`src/rtl/store_unit.sv`:
```
// Store buffer: DEPTH-entry FIFO of stores that drains to data memory as lane-positioned beats.
// Define STORE_SPLIT_MISALIGNED_EN to split misaligned stores into two beats; otherwise they are flagged and dropped.
module store_unit #(
    parameter int DEPTH  = 4,
    parameter int ADDR_W = 32
) (
    input  logic                     clk,
    input  logic                     rst_n,
    input  logic                     st_valid,
    output logic                     st_ready,
    input  logic [ADDR_W-1:0]        st_addr,
    input  logic [31:0]              st_data,
    input  logic [1:0]               st_size,
    output logic                     st_misaligned,
    output logic                     mem_req,
    input  logic                     mem_gnt,
    output logic [ADDR_W-1:0]        mem_addr,
    output logic [31:0]              mem_wdata,
    output logic [3:0]               mem_be,
    output logic                     st_empty,
    output logic [$clog2(DEPTH):0]   st_count
);

    localparam int PW = $clog2(DEPTH);

    typedef enum logic {
        BEAT0,
        BEAT1
    } state_t;

    state_t            r_state;
    state_t            w_state_nxt;

    logic [ADDR_W-1:0] r_addr [DEPTH];
    logic [31:0]       r_data [DEPTH];
    logic [1:0]        r_size [DEPTH];
    logic [PW-1:0]     r_wptr;
    logic [PW-1:0]     r_rptr;
    logic [PW:0]       r_count;

    logic              w_full;
    logic              w_nonempty;
    logic              w_push;
    logic              w_beat;
    logic              w_pop;
    logic              w_split;

    logic [ADDR_W-1:0] w_h_addr;
    logic [31:0]       w_h_data;
    logic [1:0]        w_h_size;
    logic [1:0]        w_k;
    logic [3:0]        w_base;
    logic [63:0]       w_dshift;
    logic [7:0]        w_mask;
    logic [ADDR_W-1:0] w_word_addr;

    assign w_full     = (r_count == (PW+1)'(DEPTH));
    assign w_nonempty = (r_count != '0);
    assign st_ready   = !w_full;
    assign st_empty   = !w_nonempty;
    assign st_count   = r_count;
    assign mem_req    = w_nonempty;

`ifdef STORE_SPLIT_MISALIGNED_EN
    assign st_misaligned = 1'b0;
    assign w_push        = st_valid && st_ready;
`else
    logic w_st_mis;

    always_comb begin
        w_st_mis = 1'b0;
        case (st_size)
            2'b01:   w_st_mis = 1'b0;
            2'b10:   w_st_mis = st_addr[0];
            default: w_st_mis = (st_addr[1:0] != 2'b00);
        endcase
    end

    // Misaligned requests are still consumed (handshake completes) but never enter the FIFO.
    assign st_misaligned = st_valid && w_st_mis;
    assign w_push        = st_valid && st_ready && !w_st_mis;
`endif

    // Head-entry lane placement: 64-bit shifted data and 8-bit mask span both beats.
    assign w_h_addr    = r_addr[r_rptr];
    assign w_h_data    = r_data[r_rptr];
    assign w_h_size    = r_size[r_rptr];
    assign w_k         = w_h_addr[1:0];
    assign w_word_addr = {w_h_addr[ADDR_W-1:2], 2'b00};

    always_comb begin
        w_base = 4'b1111;
        case (w_h_size)
            2'b01:   w_base = 4'b0001;
            2'b10:   w_base = 4'b0011;
            default: w_base = 4'b1111;
        endcase
    end

    assign w_dshift = {32'h0, w_h_data} << {w_k, 3'b000};
    assign w_mask   = {4'h0, w_base} << w_k;
    assign w_split  = |w_mask[7:4];

    assign w_beat = w_nonempty && mem_gnt;
    assign w_pop  = w_beat && ((r_state == BEAT1) || !w_split);

    always_comb begin
        mem_addr  = '0;
        mem_wdata = '0;
        mem_be    = '0;
        if (w_nonempty) begin
            if (r_state == BEAT1) begin
                mem_addr  = w_word_addr + ADDR_W'(4);
                mem_wdata = w_dshift[63:32];
                mem_be    = w_mask[7:4];
            end else begin
                mem_addr  = w_word_addr;
                mem_wdata = w_dshift[31:0];
                mem_be    = w_mask[3:0];
            end
        end
    end

    always_comb begin
        w_state_nxt = r_state;
        if (w_beat) begin
            case (r_state)
                BEAT0: begin
`ifdef STORE_SPLIT_MISALIGNED_EN
                    if (w_split) w_state_nxt = BEAT1;
`endif
                end
                BEAT1:   w_state_nxt = BEAT0;
                default: w_state_nxt = BEAT0;
            endcase
        end
    end

    always_ff @(posedge clk) begin
        if (!rst_n) begin
            r_state <= BEAT0;
            r_wptr  <= '0;
            r_rptr  <= '0;
            r_count <= '0;
        end else begin
            r_state <= w_state_nxt;
            if (w_push) r_wptr <= r_wptr + 1'b1;
            if (w_pop)  r_rptr <= r_rptr + 1'b1;
            case ({w_push, w_pop})
                2'b10:   r_count <= r_count + 1'b1;
                2'b01:   r_count <= r_count - 1'b1;
                default: r_count <= r_count;
            endcase
        end
    end

    // Storage needs no reset: the count alone decides which slots are live.
    always_ff @(posedge clk) begin
        if (w_push) begin
            r_addr[r_wptr] <= st_addr;
            r_data[r_wptr] <= st_data;
            r_size[r_wptr] <= st_size;
        end
    end

endmodule

```
`config.mk`:
```
export PLATFORM = sky130hd
export DESIGN_NAME = store_unit
export DESIGN_NICKNAME = d
export VERILOG_FILES = /design/src/rtl/store_unit.sv
export SDC_FILE = /design/constraint.sdc
export NUM_CORES = 1
export LEC_CHECK = 0
export CAP_MARGIN = 20
export CORE_UTILIZATION = 55
export DETAILED_ROUTE_END_ITERATION = 7
export PLACE_DENSITY = 0.86
export SETUP_SLACK_MARGIN = 0.15
export SLEW_MARGIN = 5
export SYNTH_ARGS = -nofsm -noshare
export SYNTH_HDL_FRONTEND = slang
export SYNTH_SLANG_ARGS = --single-unit
```
`constraint.sdc`:
```
create_clock -name clk -period 4.9 [get_ports clk]
set_input_delay 0.98 -clock clk [delete_from_list [all_inputs] [get_ports clk]]
set_output_delay 0.98 -clock clk [all_outputs]
set_load 0.02 [all_outputs]
```
==> results.md <==
- Final Setup Violations: 0
- Synth area leader: edfxtp_1
- Max FO, Critical Path: 37
- Final period utilization: 0.9103
- Residual DRC: 0
- Top cells by area, synth: edfxtp_1 (72%), mux4_2 (13%), and2_1 (2.6%)
- Via Count: between 5000 and 6000
- Post-CTS Setup Inserts: 0
- Grt ovf: 0
- PD cells: 489.4 mW/mm²
- Synth Area per Inst: between 20 and 25 µm²
- Final hold slack: ~0.49 ns
- Max transition margin: 0.3198
- Most frequent cell after synthesis: edfxtp_1
- Crit-path cells: buf_4, mux2_4, mux2i_1, a211oi_1, clkdlybuf4s50_1
- DRT antenna net count: 0
- Die width: ~140 µm
- Routed vias/inst: about 5.7
- Min Tclk post-route: about 4.5 ns
- Reg clk slew, reported paths: ~0.06 ns
- Largest delay share family, worst path: buffers and inverters
- Crit path largest cell delay: between 0.6 and 0.7 ns
- Critical path endpoint category: output port
- Clock buffer depth: 3
- Final Hold Vio Count: 0
- Fmax: between 200 and 250 MHz
- Status: finished clean
- Share of cells above drive strength 1: 0.1780
- Synth top area share: 0.7244
- Worst path buffer plus inverter count: 2
- Vias in the first global route: 5874
- # IOs: around 150
- CTS sink count: roughly 270
- Top post-synthesis cells by count: edfxtp_1 (264), mux4_2 (65), and2_1 (46)
- GRT Resource Usage Total: 0.2198
- Tightest Hold Check Type: register to register
- Worst EP required: ~3.9 ns
- RSZ-0062 raised after global routing: no
- P&R area growth vs syn: 22.29%
- Gp weighted congestion: between 0.8 and 0.9
- Post-Syn Instances: 540
- Global-route wire length before repair: roughly 33000 µm
- Routed wire per std cell: between 20 and 25 µm
- Initial drt markers: roughly 360
- Initial antenna violation count: 1
- Placement Cell Area: 0.01258 mm²
- Main flop type after synthesis: edfxtp_1
- Fin Clk Skew: ~0.0058 ns
- Crit-path slowest cell: clkdlybuf4s50_1
- Largest net degree at the start of global routing: 67
- Setup TNS: 0 ns
- EDFF count, synth: 264
- FP Rows: slightly above 50
- Fin nets: 766
- Final non-filler cell area: between 0.01 and 0.015 mm²
- Lkg Pwr: 4.244 nW
- Die area: 0.02047 mm²
- Core area: between 0.015 and 0.02 mm²
- Worst-case vdd ir drop: a little over 300 µV
- CP arrival: 3.48 ns
- Post-synth ARST share: 0
- Worst slew pin tran: 1.020 ns
- Hold path start: r_rptr[1]
- Clock root buffer: clkbuf_16
- YS warnings: 0
- Port-buffer cells: 142
- Clk Latency, worst-skew pair: between 0.5 and 0.6 ns
- Startpoint Class: register
- Post-synthesis register bit count: between 200 and 300
- PnR worst setup slack: 0.4394 ns
- Yosys cell types: 36
- TritonCTS clock tree: done
- Critical path class: register to output port
- Final WL: between 20000 and 25000 µm
- Total power: 6.550 mW
- Die Ht: around 140 µm
- Initial core utilization: 0.5623
- Setup Slack @ Placement: ~0.8 ns
- CTS H-tree lvls: 1
- N_diodes: 0
- Dpl hpwl: 13270 µm
- Synthesized area: around 0.011 mm²
- Maximum Capacitance Violations: 0
- Sequential share of the synthesized area: 0.7408
- Fin. max-slew vios: 0
- First-pass iteration count of the detailed router: 4
- Total CTS buffers: 27
sequential cells by signal, indices dropped and copies added (netlist names), named ones only:
name / flops
r_data: 128
r_size: 8
st_count: 3
r_wptr: 2
r_addr: 128
r_rptr: 2
path summary, 6_finish.rpt:
kind | endpoint | slack, ns | cells past startpoint
worst max-delay path | mem_wdata[30] | 0.44 | 5
worst min-delay path | register | 0.49 | 2
worst max register to register | st_count[2] | 1.20 | 13
worst min register to register | register | 0.49 | 2
repair_timing:
item	4_1_cts	5_1_grt
hold buffers	0	0
setup endpoints to repair	0	6
resized for setup	0	1
cells by family after synthesis:
group | Yosys count | synth area share
other | 1 | 0.0003426
AND/OR/NAND/NOR | 93 | 0.04767
adder cells (fa/ha/maj) | 8 | 0.009832
AO/OA/AOI/OAI | 35 | 0.02321
multiplexers | 88 | 0.1567
buffers and inverters | 39 | 0.01898
flip-flops | 273 | 0.7408
XOR/XNOR | 3 | 0.002401
final cells by class:
cell class,instances,area (µm²)
clock inverter,16,100.1
timing repair buffer,146,1451
clock buffer,33,698.2
sequential,273,8115
inverter,11,45.04
multi-input combinational,229,2643
tap,265,331.6
fill,1197,6078
power by group:
part | switching, mW | leakage, nW | internal, mW
logic | 1.01 | 1.38 | 0.897
clock network | 0.810 | 0.386 | 1.06
registers | 0.0721 | 2.48 | 2.70
total | 1.90 | 4.24 | 4.65
through the flow:
| stage | instances | utilization |
|---|---|---|
| floorplan | 541 | - |
| global placement | 924 | 0.6465 |
| detailed placement | 924 | 0.6465 |
| CTS | 973 | 0.6875 |
| global route | 973 | 0.6877 |
| finish | 973 | 0.6877 |
cells in the final DEF (no fill, tap or decap), drive strengths merged:
cell type,netlist,final
a211oi,16,16
a21boi,1,1
a21oi,4,4
a22oi,9,9
a311oi,1,1
and2,46,46
buf,23,4
bufinv,0,1
clkbuf,5,33
clkdlybuf4s50,0,142
clkinv,1,14
clkinvlp,0,3
conb,1,2
dfxtp,9,9
edfxtp,264,264
fa,1,1
ha,7,7
inv,10,9
mux2,11,11
mux2i,12,12
mux4,65,65
nand2,6,6
nand2b,2,2
nand3,2,2
nor2,24,24
nor2b,10,10
o21ai,2,2
o21bai,1,1
o22a,1,1
or2,1,1
or3,2,2
xnor2,2,2
xor2,1,1
routing by layer:
metal  routed length, µm  vias up  track usage
li1                    -     2471            -
met1                8731     2853       0.2959
met2               10830      229       0.3659
met3                1382       38      0.04259
met4                 486        2      0.06735
met5                  11        -            0
tightest hold or removal path, delay by kind of cell, from the launching register on:
| kind | cells | cell delay [ns] |
|---|---|---|
| DFF | 1 | 0.31 |
| muxes | 1 | 0.08 |
| and+or+nand+nor | 1 | 0.06 |
Note: power is estimated with default switching activity, not from simulation.
